--- src/rtl/player_controller_p_if.sv ---
// Button/strobe inputs and packed entity outputs of player_controller_p.
// The slave modport is the controller's view; master is the decoder/pipeline view.
interface player_controller_p_if #(
  parameter int unsigned COORD_W  = 4,
  parameter int unsigned HEALTH_W = 2
);
  logic                   frame_tick;
  logic                   A;
  logic                   B;
  logic                   up;
  logic                   down;
  logic                   left;
  logic                   right;
  logic                   hit;
  logic [6+2*COORD_W-1:0] player;
  logic [6+2*COORD_W-1:0] sword;
  logic [HEALTH_W-1:0]    player_health;
  logic                   invulnerable;
  logic                   dead;

  modport slave (
    input  frame_tick, A, B, up, down, left, right, hit,
    output player, sword, player_health, invulnerable, dead
  );

  modport master (
    output frame_tick, A, B, up, down, left, right, hit,
    input  player, sword, player_health, invulnerable, dead
  );
endinterface

--- src/rtl/player_controller_p.sv ---
// Tile-grid player: movement, sword attacks, damage/i-frames and death, advancing on frame_tick.
// Define PLAYER_KNOCKBACK_EN to push the player back one tile on each accepted hit.
module player_controller_p #(
  parameter int unsigned GRID_W        = 16,
  parameter int unsigned GRID_H        = 12,
  parameter int unsigned COORD_W       = 4,
  parameter int unsigned START_X       = 7,
  parameter int unsigned START_Y       = 5,
  parameter int unsigned MAX_HEALTH    = 3,
  parameter int unsigned HEALTH_W      = 2,
  parameter int unsigned MOVE_DELAY    = 4,
  parameter int unsigned SWORD_FRAMES  = 3,
  parameter int unsigned INVULN_FRAMES = 8
) (
  input logic                  clk,
  input logic                  reset,
  player_controller_p_if.slave bus
);

  localparam int unsigned WordW  = 6 + 2 * COORD_W;
  localparam int unsigned MoveW  = $clog2(MOVE_DELAY + 1);
  localparam int unsigned SwordW = $clog2(SWORD_FRAMES + 1);
  localparam int unsigned InvW   = $clog2(INVULN_FRAMES + 1);
  localparam logic [WordW-1:0] SwordHidden = {4'b1111, 2'b01, {(2 * COORD_W){1'b0}}};

  typedef enum logic [1:0] {StIdle, StAttack, StDead} state_e;

  state_e              state_q, state_d;
  logic [COORD_W-1:0]  x_q, x_d, y_q, y_d;
  logic [1:0]          orient_q, orient_d;
  logic [WordW-1:0]    sword_q, sword_d;
  logic [HEALTH_W-1:0] health_q, health_d;
  logic [MoveW-1:0]    move_cnt_q, move_cnt_d;
  logic [SwordW-1:0]   sword_cnt_q, sword_cnt_d;
  logic [InvW-1:0]     inv_cnt_q, inv_cnt_d;

  // Returns {in_grid, x, y} of the tile adjacent in direction dir; never wraps.
  function automatic logic [2*COORD_W:0] step_tile(input logic [COORD_W-1:0] x,
                                                   input logic [COORD_W-1:0] y,
                                                   input logic [1:0]         dir);
    logic               ok;
    logic [COORD_W-1:0] nx, ny;
    ok = 1'b0;
    nx = x;
    ny = y;
    unique case (dir)
      2'b00: if (y != '0) begin ok = 1'b1; ny = y - COORD_W'(1); end
      2'b01: if (x < COORD_W'(GRID_W - 1)) begin ok = 1'b1; nx = x + COORD_W'(1); end
      2'b10: if (y < COORD_W'(GRID_H - 1)) begin ok = 1'b1; ny = y + COORD_W'(1); end
      default: if (x != '0) begin ok = 1'b1; nx = x - COORD_W'(1); end
    endcase
    return {ok, nx, ny};
  endfunction

  logic                 dir_any;
  logic [1:0]           dir_btn, act_dir;
  logic [2*COORD_W:0]   fwd;
  logic                 hit_ok;

  assign dir_any = bus.up | bus.down | bus.left | bus.right;
  assign dir_btn = bus.up ? 2'b00 : bus.down ? 2'b10 : bus.left ? 2'b11 : 2'b01;
  // Attacks with no direction pressed strike the way the player already faces.
  assign act_dir = dir_any ? dir_btn : orient_q;
  assign fwd     = step_tile(x_q, y_q, act_dir);
  assign hit_ok  = bus.frame_tick & bus.hit & (inv_cnt_q == '0) & (health_q != '0) &
                   (state_q != StDead);

`ifdef PLAYER_KNOCKBACK_EN
  logic [2*COORD_W:0] back;
  assign back = step_tile(x_q, y_q, orient_q ^ 2'b10);
`endif

  always_comb begin
    state_d     = state_q;
    x_d         = x_q;
    y_d         = y_q;
    orient_d    = orient_q;
    sword_d     = sword_q;
    health_d    = health_q;
    move_cnt_d  = move_cnt_q;
    sword_cnt_d = sword_cnt_q;
    inv_cnt_d   = inv_cnt_q;
    if (bus.frame_tick && state_q != StDead) begin
      if (move_cnt_q != '0) move_cnt_d = move_cnt_q - MoveW'(1);
      if (hit_ok) begin
        health_d  = health_q - HEALTH_W'(1);
        inv_cnt_d = InvW'(INVULN_FRAMES);
      end else if (inv_cnt_q != '0) begin
        inv_cnt_d = inv_cnt_q - InvW'(1);
      end
      if (health_q == '0) begin
        state_d = StDead;
        sword_d = SwordHidden;
      end else if (state_q == StAttack) begin
        if (sword_cnt_q == '0) begin
          state_d = StIdle;
          sword_d = SwordHidden;
        end else begin
          sword_cnt_d = sword_cnt_q - SwordW'(1);
        end
      end else if (bus.A || bus.B) begin
        state_d     = StAttack;
        orient_d    = act_dir;
        sword_d     = fwd[2*COORD_W] ? {4'b0001, act_dir, fwd[2*COORD_W-1:0]} : SwordHidden;
        sword_cnt_d = SwordW'(SWORD_FRAMES - 1);
      end else if (dir_any && move_cnt_q == '0) begin
        orient_d   = act_dir;
        move_cnt_d = MoveW'(MOVE_DELAY);
        if (fwd[2*COORD_W]) begin
          x_d = fwd[2*COORD_W-1:COORD_W];
          y_d = fwd[COORD_W-1:0];
        end
      end
`ifdef PLAYER_KNOCKBACK_EN
      // Knockback owns the position on a hit tick, even if the push is blocked.
      if (hit_ok) begin
        x_d = back[2*COORD_W] ? back[2*COORD_W-1:COORD_W] : x_q;
        y_d = back[2*COORD_W] ? back[COORD_W-1:0] : y_q;
      end
`endif
    end
  end

  always_ff @(posedge clk or posedge reset) begin
    if (reset) begin
      state_q     <= StIdle;
      x_q         <= COORD_W'(START_X);
      y_q         <= COORD_W'(START_Y);
      orient_q    <= 2'b01;
      sword_q     <= SwordHidden;
      health_q    <= HEALTH_W'(MAX_HEALTH);
      move_cnt_q  <= '0;
      sword_cnt_q <= '0;
      inv_cnt_q   <= '0;
    end else begin
      state_q     <= state_d;
      x_q         <= x_d;
      y_q         <= y_d;
      orient_q    <= orient_d;
      sword_q     <= sword_d;
      health_q    <= health_d;
      move_cnt_q  <= move_cnt_d;
      sword_cnt_q <= sword_cnt_d;
      inv_cnt_q   <= inv_cnt_d;
    end
  end

  assign bus.player        = {4'b0010, orient_q, x_q, y_q};
  assign bus.sword         = sword_q;
  assign bus.player_health = health_q;
  assign bus.invulnerable  = (inv_cnt_q != '0);
  assign bus.dead          = (state_q == StDead);

endmodule
--- src/flat_wrapper.sv ---
// flat-port wrapper written by rule: the top's interface ports become plain ports
module player_controller_p_flat 
#(
  parameter int unsigned GRID_W        = 16,
  parameter int unsigned GRID_H        = 12,
  parameter int unsigned COORD_W       = 4,
  parameter int unsigned START_X       = 7,
  parameter int unsigned START_Y       = 5,
  parameter int unsigned MAX_HEALTH    = 3,
  parameter int unsigned HEALTH_W      = 2,
  parameter int unsigned MOVE_DELAY    = 4,
  parameter int unsigned SWORD_FRAMES  = 3,
  parameter int unsigned INVULN_FRAMES = 8
)
  (clk, reset, bus_frame_tick, bus_A, bus_B, bus_up, bus_down, bus_left, bus_right, bus_hit, bus_player, bus_sword, bus_player_health, bus_invulnerable, bus_dead);
  player_controller_p_if #(.COORD_W(COORD_W), .HEALTH_W(HEALTH_W)) bus_i ();
  input logic clk;
  input logic reset;
  input wire logic [$bits(bus_i.frame_tick)-1:0] bus_frame_tick;
  input wire logic [$bits(bus_i.A)-1:0] bus_A;
  input wire logic [$bits(bus_i.B)-1:0] bus_B;
  input wire logic [$bits(bus_i.up)-1:0] bus_up;
  input wire logic [$bits(bus_i.down)-1:0] bus_down;
  input wire logic [$bits(bus_i.left)-1:0] bus_left;
  input wire logic [$bits(bus_i.right)-1:0] bus_right;
  input wire logic [$bits(bus_i.hit)-1:0] bus_hit;
  output wire logic [$bits(bus_i.player)-1:0] bus_player;
  output wire logic [$bits(bus_i.sword)-1:0] bus_sword;
  output wire logic [$bits(bus_i.player_health)-1:0] bus_player_health;
  output wire logic [$bits(bus_i.invulnerable)-1:0] bus_invulnerable;
  output wire logic [$bits(bus_i.dead)-1:0] bus_dead;
  assign bus_i.frame_tick = bus_frame_tick;
  assign bus_i.A = bus_A;
  assign bus_i.B = bus_B;
  assign bus_i.up = bus_up;
  assign bus_i.down = bus_down;
  assign bus_i.left = bus_left;
  assign bus_i.right = bus_right;
  assign bus_i.hit = bus_hit;
  assign bus_player = bus_i.player;
  assign bus_sword = bus_i.sword;
  assign bus_player_health = bus_i.player_health;
  assign bus_invulnerable = bus_i.invulnerable;
  assign bus_dead = bus_i.dead;
  player_controller_p #(.GRID_W(GRID_W), .GRID_H(GRID_H), .COORD_W(COORD_W), .START_X(START_X), .START_Y(START_Y), .MAX_HEALTH(MAX_HEALTH), .HEALTH_W(HEALTH_W), .MOVE_DELAY(MOVE_DELAY), .SWORD_FRAMES(SWORD_FRAMES), .INVULN_FRAMES(INVULN_FRAMES)) u_core (.clk(clk), .reset(reset), .bus(bus_i));
endmodule
--- config.mk ---
export PLATFORM = sky130hd
export DESIGN_NAME = player_controller_p_flat
export DESIGN_NICKNAME = d
export VERILOG_FILES = /design/src/rtl/player_controller_p_if.sv /design/src/rtl/player_controller_p.sv /design/src/flat_wrapper.sv
export SDC_FILE = /design/constraint.sdc
export NUM_CORES = 1
export LEC_CHECK = 0
export BUFFER_PORTS_ARGS = -buffer_cell sky130_fd_sc_hd__buf_4
export CAP_MARGIN = 20
export CORE_ASPECT_RATIO = 1.75
export CORE_MARGIN = 4
export CORE_UTILIZATION = 60
export DETAILED_ROUTE_END_ITERATION = 12
export PLACE_DENSITY = 0.83
export REMOVE_ABC_BUFFERS = 1
export SYNTH_ARGS = -nofsm -noshare
export SYNTH_HDL_FRONTEND = slang
export SYNTH_SLANG_ARGS = --single-unit
--- constraint.sdc ---
create_clock -name clk -period 4.1 [get_ports clk]
set_input_delay 0.205 -clock clk [delete_from_list [all_inputs] [get_ports clk]]
set_output_delay 0.205 -clock clk [all_outputs]
set_load 0.005 [all_outputs]
Word level (Yosys, flattened, before mapping)
Cells that the tools add are included.
- bitwise logic cells: 10
- $mul: 0
- equality and inequality tests: 7
- div/mod/pow operators: 0
- shifts and indexed selects: 0
- order comparisons: 2
- mux-type cells: 36
- add/subtract/negate cells: 8
- reductions and logical operators: 24
- operators by type and width (kind ; number):
    two-way mux 14 bit ; 5
    two-way mux 2 bit ; 13
    two-way mux 4 bit ; 6
    case mux 4 bit (2 select lines) ; 2
    two-way mux 3 bit ; 5
    nonzero test 4 bit ; 3
    subtractor 4 x 1 -> 4 bit, second input constant ; 3
    adder 4 x 1 -> 4 bit, second input constant ; 2
    < comparator 4 bit, second input constant ; 2
    AND reduction 4 bit ; 2
    nonzero test 2 bit ; 4
    logical NOT 2 bit ; 3
    AND reduction 6 bit ; 1
    nonzero test 3 bit ; 2
    bitwise AND 1 bit ; 4
    equality test 2 x 1 -> 1 bit, second input constant ; 2
    equality test 2 bit, second input constant ; 2
    logical NOT 4 bit ; 1
    two-way mux 1 bit ; 4
    != test 2 bit, second input constant ; 2
    AND reduction 2 bit ; 2
    subtractor 2 x 1 -> 2 bit, second input constant ; 2
    logical NOT 3 bit ; 1
    != test 3 x 2 -> 1 bit, second input constant ; 1
    8 further kinds ; 13
- bits in read-only memories: 0
- memories: 0
- register bits after elaboration: 37
- memory bits (writable): 0
- input port bits: 10
- latch bits: 0

Longest topological paths before layout
- depth in word-level cells: 11
- gate-level depth with buffers: 8
- depth with buffers taken out: 8

Worst setup path before layout
No wires, ideal clock.
- path kind: register to register
- start point: reg u_core.health_q[0], in the netlist u_core.bus.player_health[0]
- end point: reg u_core.x_q[3]
- period minus slack after synthesis: 2230 ps
- slack: 1870 ps
- data arrival time: 2106 ps
- cell stages (with the launch flop): 8
- library setup time: 125 ps
- buffers on the path: 0
- cells stage by stage: dfstp_2 -> inv_1 -> ha_1 -> nand2b_1 -> nor4_4 -> o311ai_4 -> a21oi_4 -> mux2_2
- cells in the longest elaborated chain, start to end: 3
- ends and longest elaborated chain (what ; line ; RTL):
    start: declaration ; player_controller_p.sv:32 ; logic [HEALTH_W-1:0] health_q, health_d;
    start signal: assignment ; player_controller_p.sv:131 ; health_q <= HEALTH_W'(MAX_HEALTH);
    start signal: assignment ; player_controller_p.sv:141 ; health_q <= health_d;
    logical NOT 2 bit ; player_controller_p.sv:91 ; if (health_q == '0) begin
    inverter 1 bit (no source line) ; n/a ;
    AND reduction 6 bit (no source line) ; n/a ;
    end signal: assignment ; player_controller_p.sv:127 ; x_q <= COORD_W'(START_X);
    end: declaration ; player_controller_p.sv:29 ; logic [COORD_W-1:0] x_q, x_d, y_q, y_d;
Every way passes these cells.
A chain may end at the register's enable or synchronous reset.

Worst setup path after layout
- start point: reg u_core.health_q[0], in the netlist u_core.bus.player_health[0]
- end point: reg u_core.y_q[3]
- cells in the longest elaborated chain, start to end: 3
- ends and longest elaborated chain (what ; line ; RTL):
    logical NOT 2 bit ; player_controller_p.sv:91 ;
    inverter 1 bit (no source line) ; n/a ;
    AND reduction 6 bit (no source line) ; n/a ;
    end signal: assignment ; player_controller_p.sv:128 ; y_q <= COORD_W'(START_Y);
    end signal: assignment ; player_controller_p.sv:138 ; y_q <= y_d;
    end: declaration ; player_controller_p.sv:29 ;
Every way passes these cells.

==> results.sh <==
export IMPL_slew_headroom=0.5183
export IMPL_clock_path_buffers=2
export IMPL_cp_max_fo=6
export IMPL_antennaDiodeCount=0
export IMPL_cts_sinks=34
export IMPL_drtPass1Iterations=4
export IMPL_rsz0062_at_grt="false"
export IMPL_hold_class="input pin to flip-flop"
export IMPL_fin_skew_ps=8.347
export IMPL_wl_per_cell_um=18.16
export IMPL_final_period_utilization=0.5976
export IMPL_p_int_mw=0.5278
export IMPL_status="finished clean"
export IMPL_cp_start_kind="flip-flop"
export IMPL_dp_hpwl_mm=4.321
export IMPL_via_count=1910
export IMPL_p_comb_frac=0.172
export IMPL_rrSetupSlack_ps=1650
export IMPL_switching_share=0.2769
export IMPL_grt_pass1_wl_mm=9.370
export IMPL_synthCells=231
export IMPL_seq_area_um2=863.3
export IMPL_grt_max_degree=26
export IMPL_worstPathArrival_ps=2620
export IMPL_grt_ovfl_total=0
export IMPL_ys_seq_area_frac=0.3791
export IMPL_avgSynthCellArea_um2=9.858
export IMPL_area_delta_synth_final_pct=15.27
export IMPL_track_usage=0.2657
export IMPL_setup_viol=0
export IMPL_p_clk_frac=0.327
export IMPL_die_w_um=54.57
export IMPL_synthFlopType="dfrtp_1"
export IMPL_final_area_um2=2625
export IMPL_drive_gt1_frac=0.2744
export IMPL_fp_row_count=29
export IMPL_dieHeight_um=89.50
export IMPL_peakVddDrop_mv=0.2593
export IMPL_ys_warn_count=0
export IMPL_fin_nets=286
export IMPL_cts_tree="yes"
export IMPL_start_util=0.6276
export IMPL_yosysUniqueCellTypes=61
export IMPL_antenna_found_initial=0
export IMPL_cap_violations=0
export IMPL_postRouteWirelength_mm=5.667
export IMPL_p_sw_mw=0.2021
export IMPL_clk_pin_slew_ps=60
export IMPL_cts_resized=0
export IMPL_p_per_area_nw_per_um2=278.0
export IMPL_min_period_ps=2450
export IMPL_clock_root_buffer="clkbuf_8"
export IMPL_dieArea_um2=4884
export IMPL_cts_htree_levels=2
export IMPL_multi_input_area_um2=1254
export IMPL_netlist_area_um2=2277
export IMPL_totalNegativeSetupSlack_ps=0
export IMPL_synth_async_reset_ratio=1.000
export IMPL_place_port_buffers=36
export IMPL_end_kind="flip-flop"
export IMPL_hold_viol_final=0
export IMPL_synth_edff_count=0
export IMPL_core_area_um2=3628
export IMPL_clk_latency_ps=290
export IMPL_dpl_cell_area_um2=2535
export IMPL_hold_buffers=1
export IMPL_drc_errors=0
export IMPL_fin_util=0.7234
export IMPL_finalNonFillerCells=312
export IMPL_viasPerCell=6.122
export IMPL_finalWeightedCongestion=0.9267
export IMPL_ys_ff_latch=34
export IMPL_pwr_share_seq=0.502
export IMPL_drv_slew=0
export IMPL_grt_pass1_vias=1928
export IMPL_cts_buffers=5
export IMPL_drt_iter0_markers=72
export IMPL_critical_path_class="flip-flop to flip-flop"
export IMPL_power_leakage_nw=1.160
export IMPL_required_ps=4270
export IMPL_layout_filler_cells=286
export IMPL_drtAntennaViolNets=0
export IMPL_tightestPinTransition_ps=718.6
export IMPL_postCtsSetupBuffers=0
export IMPL_placedCellCount=303
export IMPL_pin_count=42
export IMPL_clock_fmax_ghz=0.4081
## cell type report
class / count / share of cell area
multi-input combinational: 164 / 0.4776
sequential: 34 / 0.3289
timing repair buffer: 38 / 0.1096
inverter: 22 / 0.03146
clock buffer: 8 / 0.03051
tap: 46 / 0.02193
## cell usage after synthesis, types with 9 or more instances
cell type | n | area (um2)
xnor2_1 | 10 | 87.58
a21oi_1 | 10 | 50.05
nand2_1 | 13 | 48.80
dfrtp_1 | 24 | 600.6
dfstp_2 | 10 | 262.8
inv_1 | 22 | 82.58
nor2_1 | 10 | 37.54
o21ai_0 | 10 | 50.05
buf_4 | 9 | 67.56
ha_1 | 11 | 137.6
## power groups by stage
| stage | clock network (mW) | logic (mW) | registers, mW |
|---|---|---|---|
| global route | 0.257 | 0.140 | 0.369 |
| global placement | 0 | 0.117 | 0.370 |
| floorplan | 0 | 0.0827 | 0.370 |
| detailed placement | 0 | 0.123 | 0.372 |
| finish | 0.238 | 0.125 | 0.366 |
| CTS | 0.247 | 0.125 | 0.366 |
## state kept, by name, summed over array words and instances, names as in the netlist
signal                    cells
u_core.bus.player_health      2
u_core.inv_cnt_q              4
u_core.state_q                2
u_core.move_cnt_q             3
u_core.y_q                    4
u_core.bus.sword             11
u_core.x_q                    4
u_core.orient_q               2
u_core.sword_cnt_q            2
## critical path, stage by stage (launching register included)
cell      delay [ps]
dfstp_2          550
inv_1             50
ha_1             230
nand2b_1         220
nor4_4           430
o311ai_4         220
a21oi_4          280
mux2_2           360
## metrics by stage
stage	hold slack (ps)	total power [mW]	setup WS, ps
global placement	199.7	0.4877	1740
floorplan	339.2	0.4529	1870
detailed placement	204.6	0.4954	1662
CTS	220.5	0.7388	1653
finish	233.7	0.7299	1650
global route	227.1	0.7650	1515
## per-layer routing
layer  share of wire  global-route usage
met1            0.36              0.2841
met2            0.53              0.4613
met3           0.061             0.04508
met4           0.047              0.1701
met5               0                   0
## kinds of logic (layout without fill, tap and decap cells)
kind of cell / count (synthesis) / after routing / share of synthesized area
DFF: 34 / 34 / 0.3791
xor gates and xnor gates: 11 / 11 / 0.04231
muxes: 10 / 10 / 0.04725
and+or+nand+nor: 59 / 59 / 0.1456
adders and majority gates: 11 / 11 / 0.06044
other: 2 / 5 / 0.003298
AOI/OAI and AO/OA: 68 / 68 / 0.2467
buffers and inverters: 36 / 68 / 0.07527
## path summary, 6_finish.rpt
| kind | start | endpoint | cells after the start |
|---|---|---|---|
| max | u_core.bus.player_health[0]$_DFFE_PP1P_ | u_core.y_q[3]$_DFFE_PP0P_ | 7 |
| min | bus_frame_tick | u_core.move_cnt_q[2]$_DFFE_PP0P_ | 2 |
| max reg2reg | u_core.bus.player_health[0]$_DFFE_PP1P_ | u_core.y_q[3]$_DFFE_PP0P_ | 7 |
| min reg2reg | u_core.bus.sword[2]$_DFFE_PP0P_ | u_core.bus.sword[2]$_DFFE_PP0P_ | 1 |
| max in group asynchronous | reset | u_core.x_q[2]$_DFFE_PP1P_ | 4 |
| min in group asynchronous | reset | u_core.bus.sword[0]$_DFFE_PP0P_ | 3 |
## cell usage in the layout, fill, tap and decap left out, types with 10 or more instances in the layout
cell type / synthesis / layout
ha_1: 11 / 11
inv_1: 22 / 22
nor2_1: 10 / 10
dfrtp_1: 24 / 24
xnor2_1: 10 / 10
a21oi_1: 10 / 10
buf_4: 9 / 37
nand2_1: 13 / 13
dfstp_2: 10 / 10
o21ai_0: 10 / 10
No activity file was read; power rests on OpenSTA's default activity.
